## src/rtl/gate_pattern_sequencer_pkg.sv

```systemverilog
// ============================================================================
//  gate_seq_pkg
//  Shared types, sizes and the pattern helper for the gate pattern sequencer.
//  Revision: 1.0
// ============================================================================
`default_nettype none

package gate_seq_pkg;

    typedef enum logic [1:0] {
        IDLE  = 2'd0,
        DRIVE = 2'd1,
        DONE  = 2'd2
    } seq_state_t;

    localparam int NUM_PATTERNS = 8;
    localparam int STEP_W       = 3;
    localparam int RESP_W       = 16;

    // Returns {a,b,d} for a step; a is the MSB.
    function automatic logic [2:0] pattern_of(input logic [STEP_W-1:0] stp, input logic gray);
        pattern_of = gray ? (stp ^ (stp >> 1)) : stp;
    endfunction

endpackage

`default_nettype wire

```

## src/rtl/gate_pattern_sequencer_if.sv

```systemverilog
// ============================================================================
//  gate_pattern_sequencer_if
//  Control, stimulus and response signals between sequencer and gate side.
//  Revision: 1.0
// ============================================================================
`default_nettype none

interface gate_pattern_sequencer_if;
    import gate_seq_pkg::*;

    logic              start;
    logic              abort;
    logic              out1;
    logic              out2;
    logic              a;
    logic              b;
    logic              d;
    logic              busy;
    logic              done;
    logic [RESP_W-1:0] resp;
    logic [STEP_W-1:0] step;

    modport master (
        input  start, abort, out1, out2,
        output a, b, d, busy, done, resp, step
    );

    modport slave (
        output start, abort, out1, out2,
        input  a, b, d, busy, done, resp, step
    );
endinterface

`default_nettype wire

```

## src/rtl/gate_pattern_sequencer_hold_counter.sv

```systemverilog
// ============================================================================
//  gate_hold_counter
//  Loadable down-counter timing how long each pattern is held.
//  Revision: 1.0
// ============================================================================
`default_nettype none

module gate_hold_counter #(
    parameter int WIDTH = 3
) (
    input  wire             clk,
    input  wire             rst,
    input  wire             load,
    input  wire             enable,
    input  wire [WIDTH-1:0] load_value,
    output logic            is_zero
);

    logic [WIDTH-1:0] r_count;

    // Saturates at zero so a stalled final step cannot wrap around.
    always_ff @(posedge clk) begin
        if (rst) begin
            r_count <= '0;
        end else if (load) begin
            r_count <= load_value;
        end else if (enable && (r_count != '0)) begin
            r_count <= r_count - 1'b1;
        end
    end

    assign is_zero = (r_count == '0);

endmodule

`default_nettype wire

```

## src/rtl/gate_pattern_sequencer.sv

```systemverilog
// ============================================================================
//  gate_pattern_sequencer
//  Sweeps all eight a/b/d patterns, holds each, and captures out1/out2.
//  Revision: 1.0
// ============================================================================
`default_nettype none

module gate_pattern_sequencer
    import gate_seq_pkg::*;
#(
    parameter int HOLD_CYCLES = 5,
    parameter bit GRAY_ORDER  = 1'b0
) (
    input  wire                      clk,
    input  wire                      rst,
    gate_pattern_sequencer_if.master bus
);

    localparam int              CNT_W        = (HOLD_CYCLES < 2) ? 1 : $clog2(HOLD_CYCLES + 1);
    localparam logic [CNT_W-1:0] C_RELOAD    = CNT_W'(HOLD_CYCLES - 1);
    localparam logic [STEP_W-1:0] C_LAST_STEP = STEP_W'(NUM_PATTERNS - 1);

    seq_state_t        r_state;
    logic [STEP_W-1:0] r_step;
    logic [RESP_W-1:0] r_resp;
    logic [2:0]        r_abd;
    logic              r_busy;
    logic              r_done;

    logic w_cnt_zero;
    logic w_accept;
    logic w_capture;
    logic w_last_step;
    logic w_cnt_load;
    logic w_cnt_en;

    assign w_accept    = (r_state == IDLE) && bus.start;
    assign w_capture   = (r_state == DRIVE) && !bus.abort && w_cnt_zero;
    assign w_last_step = (r_step == C_LAST_STEP);
    assign w_cnt_load  = w_accept || (w_capture && !w_last_step);
    assign w_cnt_en    = (r_state == DRIVE);

    gate_hold_counter #(
        .WIDTH (CNT_W)
    ) u_hold_counter (
        .clk        (clk),
        .rst        (rst),
        .load       (w_cnt_load),
        .enable     (w_cnt_en),
        .load_value (C_RELOAD),
        .is_zero    (w_cnt_zero)
    );

    always_ff @(posedge clk) begin
        if (rst) begin
            r_state <= IDLE;
            r_step  <= '0;
            r_resp  <= '0;
            r_abd   <= 3'b000;
            r_busy  <= 1'b0;
            r_done  <= 1'b0;
        end else begin
            r_done <= 1'b0;
            case (r_state)
                IDLE: begin
                    if (bus.start) begin
                        r_state <= DRIVE;
                        r_step  <= '0;
                        r_resp  <= '0;
                        r_busy  <= 1'b1;
                        r_abd   <= pattern_of('0, GRAY_ORDER);
                    end
                end
                DRIVE: begin
                    // Abort outranks the capture that would happen on the same edge.
                    if (bus.abort) begin
                        r_state <= IDLE;
                        r_busy  <= 1'b0;
                        r_abd   <= 3'b000;
                    end else if (w_cnt_zero) begin
                        r_resp[{r_step, 1'b0} +: 2] <= {bus.out2, bus.out1};
                        if (w_last_step) begin
                            r_state <= DONE;
                            r_busy  <= 1'b0;
                            r_done  <= 1'b1;
                            r_abd   <= 3'b000;
                        end else begin
                            r_step <= r_step + 1'b1;
                            r_abd  <= pattern_of(STEP_W'(r_step + 1'b1), GRAY_ORDER);
                        end
                    end
                end
                DONE: begin
                    r_state <= IDLE;
                end
                default: begin
                    r_state <= IDLE;
                    r_busy  <= 1'b0;
                    r_abd   <= 3'b000;
                end
            endcase
        end
    end

    assign bus.a    = r_abd[2];
    assign bus.b    = r_abd[1];
    assign bus.d    = r_abd[0];
    assign bus.busy = r_busy;
    assign bus.done = r_done;
    assign bus.resp = r_resp;
    assign bus.step = r_step;

endmodule

`default_nettype wire
```

## src/flat_wrapper.sv

```systemverilog
// flat-port wrapper written by rule: the top's interface ports become plain ports
module gate_pattern_sequencer_flat import gate_seq_pkg::*;
#(
    parameter int HOLD_CYCLES = 5,
    parameter bit GRAY_ORDER  = 1'b0
)
  (clk, rst, bus_start, bus_abort, bus_out1, bus_out2, bus_a, bus_b, bus_d, bus_busy, bus_done, bus_resp, bus_step);
  gate_pattern_sequencer_if bus_i ();
  input  wire clk;
  input  wire rst;
  input wire logic [$bits(bus_i.start)-1:0] bus_start;
  input wire logic [$bits(bus_i.abort)-1:0] bus_abort;
  input wire logic [$bits(bus_i.out1)-1:0] bus_out1;
  input wire logic [$bits(bus_i.out2)-1:0] bus_out2;
  output wire logic [$bits(bus_i.a)-1:0] bus_a;
  output wire logic [$bits(bus_i.b)-1:0] bus_b;
  output wire logic [$bits(bus_i.d)-1:0] bus_d;
  output wire logic [$bits(bus_i.busy)-1:0] bus_busy;
  output wire logic [$bits(bus_i.done)-1:0] bus_done;
  output wire logic [$bits(bus_i.resp)-1:0] bus_resp;
  output wire logic [$bits(bus_i.step)-1:0] bus_step;
  assign bus_i.start = bus_start;
  assign bus_i.abort = bus_abort;
  assign bus_i.out1 = bus_out1;
  assign bus_i.out2 = bus_out2;
  assign bus_a = bus_i.a;
  assign bus_b = bus_i.b;
  assign bus_d = bus_i.d;
  assign bus_busy = bus_i.busy;
  assign bus_done = bus_i.done;
  assign bus_resp = bus_i.resp;
  assign bus_step = bus_i.step;
  gate_pattern_sequencer #(.HOLD_CYCLES(HOLD_CYCLES), .GRAY_ORDER(GRAY_ORDER)) u_core (.clk(clk), .rst(rst), .bus(bus_i));
endmodule
```

## config.mk

```make
export PLATFORM = sky130hd
export DESIGN_NAME = gate_pattern_sequencer_flat
export DESIGN_NICKNAME = d
export VERILOG_FILES = /design/src/rtl/gate_pattern_sequencer_pkg.sv /design/src/rtl/gate_pattern_sequencer_if.sv /design/src/rtl/gate_pattern_sequencer_hold_counter.sv /design/src/rtl/gate_pattern_sequencer.sv /design/src/flat_wrapper.sv
export SDC_FILE = /design/constraint.sdc
export NUM_CORES = 1
export LEC_CHECK = 0
export ABC_CLOCK_PERIOD_IN_PS = 5000
export CAP_MARGIN = 5
export CORE_ASPECT_RATIO = 0.6
export CORE_MARGIN = 3
export CORE_UTILIZATION = 54
export DETAILED_ROUTE_END_ITERATION = 7
export PLACE_DENSITY = 0.93
export SYNTH_ARGS = -nofsm -noshare
export SYNTH_HDL_FRONTEND = slang
export SYNTH_SLANG_ARGS = --single-unit
```

## constraint.sdc

```tcl
create_clock -name clk -period 5 [get_ports clk]
set_clock_uncertainty 0.05 [all_clocks]
set_input_delay 1.5 -clock clk [delete_from_list [all_inputs] [get_ports clk]]
set_output_delay 1.5 -clock clk [all_outputs]
set_load 0.005 [all_outputs]
```

==> tab_implementation.tex <==
\begin{tabular}{lr}
\hline
Metric & Value \\
\hline
\multicolumn{2}{l}{\textbf{Critical path}} \\
Endpoint required time on the critical path & 5180 ps \\
Highest fanout seen on the critical path & 25 \\
Setup crit start kind & primary input \\
Critical Path End Type & flip-flop \\
Critical path data arrival time & 3300 ps \\
Critical path class & primary input to flip-flop \\
\multicolumn{2}{l}{\textbf{Die}} \\
Die H & around 47 um \\
Width of the chip & $\sim$74 um \\
Std-Cell Core Area & 2575 sq um \\
Total Die Area & 3465 sq um \\
Initial standard-cell utilization of the core & 0.5821 \\
Count of standard-cell rows & 14 \\
I/O pin cnt & 30 \\
\multicolumn{2}{l}{\textbf{GRT}} \\
Number of global-route vias before repair & 1,295 \\
Grt ovf & 0 \\
Number of antenna violations at the first check in global routing & 0 \\
Global-route total usage across every layer & 0.2497 \\
Pin count of the biggest net entering global routing & 26 \\
Global-route wire length before repair & 6.334 mm \\
\multicolumn{2}{l}{\textbf{Place}} \\
Dpl cell area & 1774 sq um \\
GP Congestion & 0.8723 \\
Detailed placer's ending HPWL & between 2 and 3 mm \\
Port-buffer cells & 29 \\
DP Worst Slack & 1628 ps \\
\multicolumn{2}{l}{\textbf{Routing}} \\
Detailed-route vias per instance & between 6 and 7 \\
Starting DRC count in detailed routing & 251 \\
Detailed Routing Iterations Pass 1 & 5 \\
Routed WL per cell & around 17 um \\
Vias after detailed routing & between 1,000 and 1,500 \\
Remaining number of nets flagged by the antenna check after routing & 0 \\
Drt drc & 0 \\
Detailed-route wire length & between 3 and 4 mm \\
\multicolumn{2}{l}{\textbf{Layout}} \\
Post-layout instance area & 1876 sq um \\
Antenna Diode Count & 0 \\
\# nets final & 206 \\
Utilization of the core after routing & 0.7284 \\
Fraction of final layout cells sized beyond drive strength 1 & 0.09794 \\
P\&R area growth vs syn & 25.13\% \\
Most used cells in the layout excluding fill and tap cells & sky130\_fd\_sc\_hd\_\_clkdlybuf4s50\_1 (29), sky130\_fd\_sc\_hd\_\_dfxtp\_1 (29), sky130\_fd\_sc\_hd\_\_a21oi\_1 (19) \\
\multicolumn{2}{l}{\textbf{Flow run}} \\
Number of max-cap violations & 0 \\
\multicolumn{2}{l}{\textbf{Synth}} \\
Synthesized instance count & approximately 170 \\
Mux cell area share after synthesis & 0 \\
Share of flip-flops with an asynchronous set or reset after synthesis & 0 \\
Post-Synthesis Mean Instance Area & 9.030 sq um \\
Seq/Total Area, Yosys & 0.3873 \\
Post-synth EDFFs & 0 \\
Area fraction in compound gates after synthesis & 0.2771 \\
Main combinational cell family by area after synthesis & compound AO/OA/AOI/OAI gates \\
Syn\_nets & 179 \\
Adder-cell share of the synthesized area & 0.05843 \\
Cell area after synthesis & 1499 sq um \\
Main synth FF type & sky130\_fd\_sc\_hd\_\_dfxtp\_1 \\
Synthesized-area fraction occupied by and/or/nand/nor cells & 0.2170 \\
Library cells used by synthesis & 44 \\
Xor and xnor area share after synthesis & 0.005843 \\
Synth Register Bits & 29 \\
Total of warnings raised by yosys & 0 \\
\multicolumn{2}{l}{\textbf{Clocking}} \\
Clock transition at the registers of the reported paths & 60 ps \\
Sink count of the clock tree & 29 \\
Post-CTS setup buffer count & 0 \\
Number of H-tree levels & 2 \\
Quantity of hold-fixing buffers added after cts & 0 \\
CTS tree & yes \\
Count of cells resized by post-cts repair & 0 \\
Clock latency on the worst-skew pair & 280 ps \\
Maximum root-to-sink buffer count & 2 \\
Number of clock buffers inserted by TritonCTS & 5 \\
Clock root buffer & sky130\_fd\_sc\_hd\_\_clkbuf\_8 \\
\multicolumn{2}{l}{\textbf{Timing}} \\
Final-layout setup total negative slack & 0 ps \\
Minimum period implied by the final worst setup slack & 3123 ps \\
Highest clock rate & about 0.32 GHz \\
Final count of pins violating max slew & 0 \\
Fin. Hold Viols & 0 \\
RSZ-0062 raised after global routing & false \\
Pin slew with the least headroom to its limit & 918.6 ps \\
Worst Setup Slack, final & approximately 1900 ps \\
Slew headroom & 0.3864 \\
Period utilization & 0.6246 \\
Number of setup violations in the final report & 0 \\
\multicolumn{2}{l}{\textbf{Power and ir drop}} \\
Pwr per Cell Area & 278.6 nW/um\^{}2 \\
Leakage component of the power & 0.6300 nW \\
Worst voltage drop across the vdd grid & approximately 0.00018 V \\
Total Power & around 0.52 mW \\
\multicolumn{2}{l}{\textbf{Status}} \\
Status & finished, final reports clean \\
\multicolumn{2}{l}{\textbf{Worst hold path}} \\
Class of the most critical hold timing path & flip-flop to flip-flop \\
\hline
\end{tabular}
==> layer usage <==
metal | wire length [um] | vias up | track usage | share of wire
met5 | 0 | - | 0 | 0
met4 | 91 | 0 | 0.09747 | 0.023
met3 | 368 | 11 | 0.08761 | 0.095
met2 | 1823 | 85 | 0.4032 | 0.47
met1 | 1605 | 667 | 0.3130 | 0.41
li1 | - | 664 | - | -
==> cell type report <==
cell class / count / area [sq um]
repair buffers: 29 / 290.3
fillers: 177 / 699.4
clock buffers: 7 / 96.34
multi-input cells: 121 / 837.1
clock inverters: 1 / 5.005
inverters: 7 / 26.28
well taps: 32 / 40.04
flip-flops and latches: 29 / 580.6
==> per-stage QoR <==
stage | std cells | hold WS, ps
after floorplan | 166 | 409.8
after global placement | 218 | 406.2
after detailed placement | 218 | 417.4
after CTS | 226 | 435.7
after global routing | 226 | 445.8
final | 226 | 430.3
==> cell families (layout without fill, tap and decap cells) <==
family                   count (synthesis)  in the layout
adder cells (fa/ha/maj)                  7              7
AO/OA/AOI/OAI                           58             58
flip-flops                              29             29
XOR/XNOR                                 1              1
buffers and inverters                   16             44
AND/OR/NAND/NOR                         55             55
==> report_power, final <==
part	total, mW	switching [mW]	internal [mW]	leakage (nW)
Clock	0.212	0.0876	0.124	0.0542
Sequential	0.244	0.00796	0.236	0.235
Combinational	0.0672	0.0396	0.0276	0.341
==> worst max-delay path: stages <==
cell and delay [ps]:
sky130_fd_sc_hd__clkdlybuf4s50_1 880, sky130_fd_sc_hd__or2_2 560, sky130_fd_sc_hd__nor3_1 210, sky130_fd_sc_hd__a22o_1 160
==> worst paths after layout <==
kind	end	cells past startpoint	slack, ps	startpoint
min	u_core.bus.resp[15]$_SDFFE_PP0P_	1	430	u_core.bus.resp[15]$_SDFFE_PP0P_
max	u_core.bus.resp[15]$_SDFFE_PP0P_	4	1880	rst
min reg2reg	u_core.bus.resp[15]$_SDFFE_PP0P_	1	430	u_core.bus.resp[15]$_SDFFE_PP0P_
max reg2reg	u_core.bus.resp[12]$_SDFFE_PP0P_	7	2540	u_core.bus.step[0]$_SDFFE_PP0P_
==> Yosys cell counts, drive strengths merged, types with 2 or more instances <==
master / n / area (sq um)
dfxtp: 29 / 580.6
a21oi: 20 / 111.4
nor2: 15 / 58.81
o21ai: 13 / 65.06
nand2: 12 / 45.04
a22o: 8 / 70.07
buf: 8 / 51.30
ha: 7 / 87.58
inv: 7 / 26.28
nand2b: 5 / 41.29
nor4: 5 / 31.28
a21o: 3 / 23.77
nand3: 3 / 15.01
nor2b: 3 / 18.77
o41a: 3 / 33.78
and3: 2 / 12.51
nand3b: 2 / 15.01
nand4: 2 / 12.51
o31ai: 2 / 28.78
==> state kept, by name (all words and copies together), names as in the netlist <==
name                           flops
u_core.bus.busy                    1
u_core.bus.step                    3
u_core.u_hold_counter.r_count      3
u_core.bus.done                    1
u_core.r_state                     2
u_core.bus.resp                   16
u_core.r_abd                       3
Note: power is estimated with default switching activity, not from simulation.
